$ cat config.mk
export PLATFORM = sky130hd
export DESIGN_NAME = rom_fetch_arbiter
export DESIGN_NICKNAME = d
export VERILOG_FILES = /design/src/rtl/rom_fetch_arbiter.sv
export SDC_FILE = /design/constraint.sdc
export NUM_CORES = 1
export LEC_CHECK = 0
export ABC_AREA = 0
export BUFFER_PORTS_ARGS = -buffer_cell sky130_fd_sc_hd__buf_2
export CAP_MARGIN = 30
export CORE_UTILIZATION = 41
export CTS_CLUSTER_SIZE = 40
export DETAILED_ROUTE_END_ITERATION = 6
export PLACE_DENSITY = 0.68
export SETUP_SLACK_MARGIN = 0.3
export SLEW_MARGIN = 20
export SYNTH_ARGS = -nofsm -noshare
export SYNTH_HDL_FRONTEND = slang
export SYNTH_SLANG_ARGS = --single-unit
$ cat constraint.sdc
create_clock -name Clock -period 2.75 [get_ports Clock]
set_input_delay 0.275 -clock Clock [delete_from_list [all_inputs] [get_ports Clock]]
set_output_delay 0.275 -clock Clock [all_outputs]
set_load 0.1 [all_outputs]
$ cat src/rtl/rom_fetch_arbiter.sv
// rtl/rom_fetch_arbiter.sv - PC sequencer and fetch/debug arbiter for a shared combinational ROM port
//
// Ports:
//   Clock, Reset          : rising-edge clock, synchronous active-high reset
//   iStall                : execute stage not ready, hold the current instruction
//   iBranchTaken/Target   : redirect fetch this cycle (beats iStall)
//   oROMAddress           : combinational ROM address (debug or fetch)
//   iROMInstruction       : same-cycle ROM data
//   oInstruction/oPC      : registered fetched instruction and its address
//   oInstrValid           : oInstruction holds a valid fetch
//   iDbgReq/iDbgAddress   : level debug read request and address
//   oDbgGrant             : ROM port owned by debug this cycle
//   oDbgInstruction       : registered debug read data
//   oDbgValid             : one-cycle pulse the cycle after each grant
module rom_fetch_arbiter #(
    parameter logic [15:0] RESET_PC    = 16'd0,
    parameter int          MAX_DBG_RUN = 4,
    parameter logic [27:0] NOP_WORD    = 28'd0
) (
    input  logic        Clock,
    input  logic        Reset,
    input  logic        iStall,
    input  logic        iBranchTaken,
    input  logic [15:0] iBranchTarget,
    output logic [15:0] oROMAddress,
    input  logic [27:0] iROMInstruction,
    output logic [27:0] oInstruction,
    output logic        oInstrValid,
    output logic [15:0] oPC,
    input  logic        iDbgReq,
    input  logic [15:0] iDbgAddress,
    output logic        oDbgGrant,
    output logic [27:0] oDbgInstruction,
    output logic        oDbgValid
);

    localparam int                CNT_W   = $clog2(MAX_DBG_RUN + 1);
    localparam logic [CNT_W-1:0]  RUN_MAX = CNT_W'(MAX_DBG_RUN);

    logic [15:0]      pc_q, pc_d;
    logic [27:0]      instr_q, instr_d;
    logic             valid_q, valid_d;
    logic [15:0]      opc_q, opc_d;
    logic [27:0]      dinstr_q, dinstr_d;
    logic             dvalid_q, dvalid_d;
    logic [CNT_W-1:0] run_q, run_d;

    logic             eff_stall;
    logic             dbg_grant;
    logic             fetch_en;
    logic [15:0]      fetch_addr;

    always_comb begin
        // A redirect must always be taken, so it overrides a stall.
        eff_stall  = iStall & ~iBranchTaken;
        // A stalled fetch loses nothing by yielding, so debug is always
        // granted then; otherwise debug may only take a bounded run.
        dbg_grant  = ~Reset & iDbgReq & (eff_stall | (run_q < RUN_MAX));
        fetch_addr = iBranchTaken ? iBranchTarget : pc_q;
        fetch_en   = ~dbg_grant & ~eff_stall;

        oROMAddress = Reset ? RESET_PC : (dbg_grant ? iDbgAddress : fetch_addr);
        oDbgGrant   = dbg_grant;

        pc_d     = pc_q;
        instr_d  = instr_q;
        valid_d  = valid_q;
        opc_d    = opc_q;
        dinstr_d = dinstr_q;
        dvalid_d = 1'b0;
        run_d    = run_q;

        if (dbg_grant) begin
            dinstr_d = iROMInstruction;
            dvalid_d = 1'b1;
            if (iBranchTaken) begin
                // Redirect is latched so the next fetch reads the target.
                pc_d    = iBranchTarget;
                valid_d = 1'b0;
            end else if (!eff_stall) begin
                valid_d = 1'b0;
            end
        end else if (fetch_en) begin
            instr_d = iROMInstruction;
            opc_d   = fetch_addr;
            valid_d = 1'b1;
            pc_d    = fetch_addr + 16'd1;
        end

        if (!iDbgReq || fetch_en) begin
            run_d = '0;
        end else if (dbg_grant && !eff_stall && (run_q != RUN_MAX)) begin
            run_d = run_q + 1'b1;
        end
    end

    always_ff @(posedge Clock) begin
        if (Reset) begin
            pc_q     <= RESET_PC;
            instr_q  <= NOP_WORD;
            valid_q  <= 1'b0;
            opc_q    <= RESET_PC;
            dinstr_q <= '0;
            dvalid_q <= 1'b0;
            run_q    <= '0;
        end else begin
            pc_q     <= pc_d;
            instr_q  <= instr_d;
            valid_q  <= valid_d;
            opc_q    <= opc_d;
            dinstr_q <= dinstr_d;
            dvalid_q <= dvalid_d;
            run_q    <= run_d;
        end
    end

    assign oInstruction    = instr_q;
    assign oInstrValid     = valid_q;
    assign oPC             = opc_q;
    assign oDbgInstruction = dinstr_q;
    assign oDbgValid       = dvalid_q;

endmodule

After elaboration in Yosys (flattened, before gate mapping)

Cells that the tools add are included.

$add $sub $neg: 2
Mux-type cells: 10
Equality and inequality tests: 2
Magnitude comparators: 1
Bitwise operators: 9
Reductions and logical operators: 9

Operator list:

| kind                    | number |
|---|---|
| $mux W16                | 5 |
| $add A16 B1 Y16 const B | 1 |
| $ne A3 B3 Y1 const B    | 2 |
| $mux W1                 | 5 |
| $and A1 B1 Y1           | 4 |
| $not A1 Y1              | 4 |
| $reduce_and A2 Y1       | 2 |
| $add A3 B1 Y3 const B   | 1 |
| $lt A3 B3 Y1 const B    | 1 |
| $logic_and A1 B1 Y1     | 2 |
| $logic_not A1 Y1        | 2 |
| $reduce_bool A2 Y1      | 1 |
| $reduce_or A2 Y1        | 1 |
| $logic_or A1 B1 Y1      | 1 |
| $or A1 B1 Y1            | 1 |

Flip-flop bits (word level): 93
Logic and storage cells: 40

Longest topological paths before layout

Gate-level depths: netlist of run 1.

Depth after elaboration: 8
Gate-level depth with buffers: 12

Least setup slack after synthesis of run 1

No wires, ideal clock.

Path type: input port to output port
From: input port Reset
To: output port oROMAddress[10]
Buffers on the path: 3
Stages: 7
Arrival: 3.487 ns
Data required time: 2.475 ns
Path slack: -1.012 ns
Cell sequence: buf_2 nand2b_1 a21o_1 inv_1 buf_2 buf_1 o31ai_1

Cells in the longest elaborated chain, start to end: 5

Ends and longest elaborated chain:

| element                    | line | source |
|---|---|---|
| start, declared            | 21   | `input logic Reset,` |
| $not A1 Y1                 | 58   | `dbg_grant = ~Reset & iDbgReq & (eff_stall \| (run_q < RUN_MAX));` |
| $and A1 B1 Y1 (2 in a row) | 58   |  |
| $mux W16                   | 62   | `oROMAddress = Reset ? RESET_PC : (dbg_grant ? iDbgAddress : fetch_addr);` |
| $mux W16 *                 | 62   |  |
| end, declared              | 25   | `output logic [15:0] oROMAddress,` |

Mark *: on every way between the ends. The rest lies on a longest branch, timed or not.

Worst setup path after layout of run 1

From: input port iBranchTaken
To: output port oROMAddress[0]

Cells in the longest elaborated chain, start to end: 6

Ends and longest elaborated chain:

| element                 | line | source |
|---|---|---|
| start, declared         | 23   | `input logic iBranchTaken,` |
| $not A1 Y1              | 55   | `eff_stall = iStall & ~iBranchTaken;` |
| $and A1 B1 Y1           | 55   |  |
| $or A1 B1 Y1            | 58   |  |
| $and A1 B1 Y1           | 58   |  |
| $mux W16 * (2 in a row) | 62   |  |

Marked as above.

==> impl_metrics.csv, run 1 <==
group,metric,value,unit
status,run_status,"finished, final reports clean",
synth,synthCells,512,
synth,synth_xor_area_share,1.66,%
clocking,cts_tree,"done",
place,io_buffers,155,
global_routing,grt_use_total,21.5,%
pwr,p_seq_share,39.4,%
place,finalWeightedCongestion,0.834,
timing,max_slew_margin,34.2,%
routing,drt_pass1_iterations,4,
final_layout,nets,722,
synth,synthFlopType,"dfxtp_1",
final_layout,area_growth,35.4,%
pwr,clockPowerShare,25.8,%
pwr,total_power,3.81,mW
timing,clock.fmax,433,MHz
clocking,clkLatencyLatePin,0.36,ns
global_routing,grt_pass1_wl,17600,µm
routing,viasPerCell,5.06,
routing,first_iter_violations,158,
synth,syn_area,0.00421,mm²
timing,holdWs,0.106,ns
routing,ant_nets,0,
synth,avgSynthCellArea,8.22,µm²
setup_path,crit_start,"iBranchTaken",
pwr,p_sw,1.61,mW
global_routing,overflow,0,
setup_path,path_buf_inv,3,
setup_path,crit_arrival,2.03,ns
setup_path,startpoint_type,"primary input",
setup_path,cp_max_fo,33,
setup_path,required,2.48,ns
synth,synth_top_area_share,44.2,%
timing,rsz0062_at_grt,"no",
synth,synthArstFlopShare,0,%
synth,synthSimpleGateAreaFrac,27.6,%
floorplan,std_cell_rows,36,
floorplan,start_util,42.7,%
synth,ys_types,56,
synth,synth_top_area_cell,"dfxtp_1",
global_routing,grt_pass1_vias,3671,
setup_path,worstSetupEndpointType,"output pin",
clocking,hold_buffers,0,
floorplan,dieArea,0.0107,mm²
synth,synth_top_family_by_area,"simple AND/OR/NAND/NOR gates",
synth,yosysMostFrequentCell,"nand2_1",
setup_path,ff2ff_path_depth,8,
hold_path,hold_path.class,"in2reg",
pwr,leakagePower,2.69,nW
synth,synth_compound_area_share,16.0,%
setup_path,worstSetupPathDepth,7,
setup_path,endpoint,"oROMAddress[0]",
timing,finalCritPeriodShare,83.9,%
setup_path,crit_family,"buffers and inverters",
clocking,cts_max_path_buffers,2,
timing,skew,0.00718,ns
clocking,cts.clk_slew.worst_paths,0.10,ns
global_routing,antenna_found_initial,0,
floorplan,io_pins,156,
routing,postRouteWirelength,11500,µm
timing,finalMaxSlewViolations,0,
setup_path,reg2reg_to,"pc_q[10]$_SDFFE_PP0P_",
synth,seq_area_frac_synth,44.2,%
floorplan,die_x,103,µm
routing,drc_errors,0,
setup_path,r2r_start,"pc_q[0]$_SDFFE_PP0P_",
setup_path,critPathMaxStageDelay,0.32,ns
clocking,cts_max_level,3,
synth,synth_warnings,0,
setup_path,critPathKind,"in2out",
setup_path,crit_slowest_cell,"buf_2",
pwr,switching_share,42.2,%
setup_path,crit_chain,"buf_2 -> nand2b_1 -> a21o_1 -> buf_6 -> nor2_1 -> a211oi_4 -> buf_12",
clocking,numCtsBuffers,9,
global_routing,grt_max_degree,81,
place,dp_hpwl,8340,µm
synth,synth_nets,580,
synth,synthAdderAreaFrac,0.892,%
synth,synth_area_leaders,"dfxtp_1 44%, nand2_1 13%, a21oi_1 4.6%",
timing,fin_crit,2.31,ns
pwr,p_int,2.20,mW
pwr,power_density,668,mW/mm²
clocking,cts_sinks,93,
final_layout,num_antenna_cells,0,
synth,ys_seq_elements,93,
timing,hold_violations,0,
timing,setup_violations,0,
timing,worstMarginPinSlew,0.986,ns
routing,wl_per_cell,14.5,µm
flow_run,drv_cap,0,
pwr,ir_worst_vdd,0.412,mV
synth,yosys-top-cells-count,"149 x nand2_1, 93 x dfxtp_1, 39 x a21oi_1",
floorplan,core-area,0.00986,mm²
final_layout,drive_gt1_share,33.7,%
final_layout,num-fill-cells,909,
pwr,comb_power_share,34.8,%
routing,vias,4005,
synth,synth_edf_count,0,
setup_path,reg2reg_slack,0.76,ns
clocking,postCtsSetupBuffers,0,
synth,synthMuxAreaShare,4.46,%
clocking,ctsRootBufferMaster,"clkbuf_8",
floorplan,fp.dieH,103,µm
## through the flow
step / instance area [µm²] / setup TNS (ns) / util [%] / setup slack, ns / cells
CTS: 5700 / 0 / 57.7 / 0.355 / 792
floorplan: 4350 / -1.70 / - / -0.195 / 512
global route: 5700 / 0 / 57.8 / 0.306 / 792
detailed placement: 5480 / 0 / 55.6 / 0.340 / 776
finish: 5700 / 0 / 57.8 / 0.441 / 792
global placement: 5480 / 0 / 55.6 / 0.397 / 776
## power by group through the flow
| stage | Combinational, mW | Clock [mW] | Sequential (mW) |
|---|---|---|---|
| 3_5_place_dp | 1.33 | 0 | 1.53 |
| 3_3_place_gp | 1.32 | 0 | 1.53 |
| 6_report | 1.33 | 0.982 | 1.50 |
| 2_1_floorplan | 0.458 | 0 | 2.09 |
| 4_1_cts | 1.33 | 1.01 | 1.50 |
| 5_1_grt | 1.38 | 1.07 | 1.51 |
## logic make-up (layout without fill, tap and decap cells)
family	count (synthesis)	count (layout)
multiplexers	18	18
AND/OR/NAND/NOR	245	245
flip-flops	93	93
AO/OA/AOI/OAI	99	99
XOR/XNOR	8	8
buffers and inverters	46	193
adder cells (fa/ha/maj)	3	3
## what timing repair did
action	4_1_cts	5_1_grt
gates resized for setup	0	1
setup endpoints to repair	0	1
hold endpoints to repair	0	0
## worst min path at each step
stage	from	end	slack, ns	cells past startpoint
floorplan	iROMInstruction[0]	oDbgInstruction[0]$_SDFFE_PP0N_	0.37	2
global placement	oDbgInstruction[19]$_SDFFE_PP0N_	oDbgInstruction[19]$_SDFFE_PP0N_	0.44	2
global route	iROMInstruction[5]	oDbgInstruction[5]$_SDFFE_PP0N_	0.08	3
CTS	iROMInstruction[24]	oDbgInstruction[24]$_SDFFE_PP0N_	0.09	3
detailed placement	oDbgInstruction[15]$_SDFFE_PP0N_	oDbgInstruction[15]$_SDFFE_PP0N_	0.44	2
finish	iROMInstruction[13]	oDbgInstruction[13]$_SDFFE_PP0N_	0.11	3
## routing by layer
layer,track usage (%),share of wire (%)
met5,0,0
met4,7.58,1.5
met3,6.12,5.5
met2,34.6,47
met1,27.5,46
## tightest hold or removal path, delay by kind of cell
family                 cells  cell delay, ns
buffers and inverters      1            0.09
and+or+nand+nor            2            0.08
## cell usage in the layout (no fill, tap or decap), types with 4 or more instances in the layout
cell type,n
inv_1,6
buf_12,17
clkbuf_8,10
nand2b_1,6
xor2_1,4
a211oi_1,19
nand3b_1,5
nor2_1,27
xnor2_1,4
buf_4,14
nand2_1,149
mux2i_1,13
nand3_1,33
o31ai_2,10
o21ai_0,7
dfxtp_1,93
buf_2,138
o31ai_4,6
a21oi_1,39
## flip-flops by register name (all words and copies together), names as in the netlist
name and flops:
oDbgValid 1, oPC 16, oDbgInstruction 28, oInstrValid 1, oInstruction 28, pc_q 16, run_q 3
## layout make-up
class | instances | area [µm²] | share of cell area, %
inverter | 7 | 26.3 | 0.461
multi-input combinational | 373 | 2280 | 40.1
tap | 133 | 166 | 2.92
clock buffer | 10 | 138 | 2.41
sequential | 93 | 1860 | 32.7
clock inverter | 6 | 76.3 | 1.34
timing repair buffer | 170 | 1150 | 20.1
Note: power is estimated with default switching activity, not from simulation.
==> inputs of run 2 (changes only) <==
clock period = 2.4 ns   (was 2.75 ns; I/O delays follow)
==> impl_metrics.csv, run 2 (synthesized netlist as in run 1, its figures left out) <==
group,metric,value,unit
setup_path,crit_slowest_cell,"dfxtp_1",
clocking,numCtsBuffers,9,
setup_path,worstSetupEndpointType,"output pin",
clocking,ctsRootBufferMaster,"clkbuf_8",
timing,finalCritPeriodShare,83.2,%
final_layout,final-seq-area,0.00186,mm²
setup_path,crit_chain,"a21o_4 -> clkinv_2 -> buf_12 -> o31ai_4 -> buf_12",
place,dp_hpwl,8850,µm
pwr,power_density,756,mW/mm²
timing,setup_violations,0,
timing,clock.fmax,501,MHz
timing,holdWs,0.0729,ns
setup_path,startpoint_type,"register",
global_routing,met2_usage,37.6,%
routing,postRouteWirelength,12200,µm
clocking,clkLatencyLatePin,0.36,ns
routing,vias,4179,
global_routing,grt_use_total,23.2,%
pwr,leakagePower,2.75,nW
floorplan,std_cell_rows,36,
global_routing,overflow,0,
timing,fin_tns_setup,0,ns
routing,drc_errors,0,
place,io_buffers,155,
timing,max_slew_margin,55.9,%
global_routing,grt_max_degree,82,
place,finalWeightedCongestion,0.896,
global_routing,gr-usage-met1,31.2,%
final_layout,layout_common_cells,"148 x nand2_1, 137 x buf_2, 93 x dfxtp_1, 39 x a21oi_1, 33 x nand3_1",
clocking,hold_buffers,0,
clocking,postCtsSetupBuffers,0,
floorplan,start_util,42.7,%
timing,fin_crit,2.00,ns
routing,wl_per_cell,15.3,µm
floorplan,dieArea,0.0107,mm²
setup_path,crit_top_cell,"buf_12",
clocking,cts_sinks,93,
final_layout,final_common_cell,"nand2_1",
setup_path,critPathKind,"reg2out",
global_routing,grt_use_met3,4.44,%
setup_path,critPathMaxStageDelay,0.42,ns
routing,first_iter_violations,187,
clocking,cts_max_level,3,
final_layout,nets,728,
setup_path,cp_max_fo,29,
timing,rsz0062_at_grt,"no",
clocking,cts.clk_slew.worst_paths,0.10,ns
final_layout,num_antenna_cells,0,
final_layout,drive_gt1_share,35.4,%
global_routing,grt_pass1_wl,19000,µm
hold_path,hold_path.class,"in2reg",
floorplan,fp.dieH,103,µm
clocking,cts_tree,"done",
timing,finalMaxSlewViolations,0,
status,run_status,"finished, final reports clean",
timing,worstMarginPinSlew,0.642,ns
routing,viasPerCell,5.24,
routing,drt_pass1_iterations,5,
flow_run,drv_cap,0,
clocking,cts_max_path_buffers,2,
global_routing,grt_pass1_vias,3861,
setup_path,required,2.16,ns
floorplan,core-area,0.00986,mm²
floorplan,io_pins,156,
global_routing,antenna_found_initial,0,
final_layout,multi_input_area,0.00244,mm²
timing,skew,0.0104,ns
floorplan,die_x,103,µm
setup_path,crit_arrival,1.76,ns
final_layout,num-fill-cells,855,
final_layout,area_growth,40.9,%
pwr,ir_worst_vdd,0.433,mV
routing,ant_nets,0,
timing,hold_violations,0,
global_routing,busiest_layer,"met2",
==> run 2: final timing paths <==
check / startpoint / to / slack [ns] / cells after the start
worst max-delay path: run_q[2]$_SDFFE_PP0P_ / oROMAddress[14] / 0.40 / 5
worst min register to register: oDbgInstruction[19]$_SDFFE_PP0N_ / oDbgInstruction[19]$_SDFFE_PP0N_ / 0.46 / 2
worst max register to register: pc_q[1]$_SDFFE_PP0P_ / pc_q[10]$_SDFFE_PP0P_ / 0.49 / 8
worst min-delay path: iROMInstruction[5] / oDbgInstruction[5]$_SDFFE_PP0N_ / 0.07 / 3
==> run 2: stage by stage <==
stage	std cells	total power, mW	setup WS (ns)	area [µm²]	utilization, %
CTS	797	4.51	0.300	5920	60.0
detailed placement	782	3.34	0.113	5700	57.8
global route	797	4.65	0.304	5930	60.1
finish	797	4.48	0.403	5930	60.1
floorplan	512	2.96	0.186	4540	-
global placement	782	3.32	0.233	5700	57.8
==> run 2: metal layers <==
layer	vias to the layer above	routed length (µm)
li1	2068	-
met4	0	101
met1	1957	5620
met3	9	709
met2	145	5750
met5	-	0
==> run 2: repair_timing <==
item,in CTS,in global routing
gates resized for setup,2,2
endpoints found under the hold margin,0,0
setup endpoints to repair,16,15
pin swaps,0,0
==> run 2: area by class of cell <==
| type | instances | share of cell area (%) |
|---|---|---|
| repair buffers | 176 | 20.6 |
| inverters | 7 | 0.464 |
| clock inverters | 6 | 1.58 |
| multi-input cells | 373 | 41.1 |
| clock buffers | 9 | 2.09 |
| flip-flops and latches | 93 | 31.4 |
| well taps | 133 | 2.80 |
==> run 2: critical path, delay by kind of cell (launching register included) <==
| kind | cells | cell delay, ns |
|---|---|---|
| flops | 1 | 0.42 |
| buf+inv | 3 | 0.51 |
| compound gates | 2 | 0.45 |
==> run 2: power by group <==
part	leakage (nW)	total [mW]	switching [mW]	internal, mW
Sequential	0.769	1.72	0.0660	1.66
Combinational	1.87	1.59	1.21	0.374
Clock	0.107	1.17	0.582	0.593
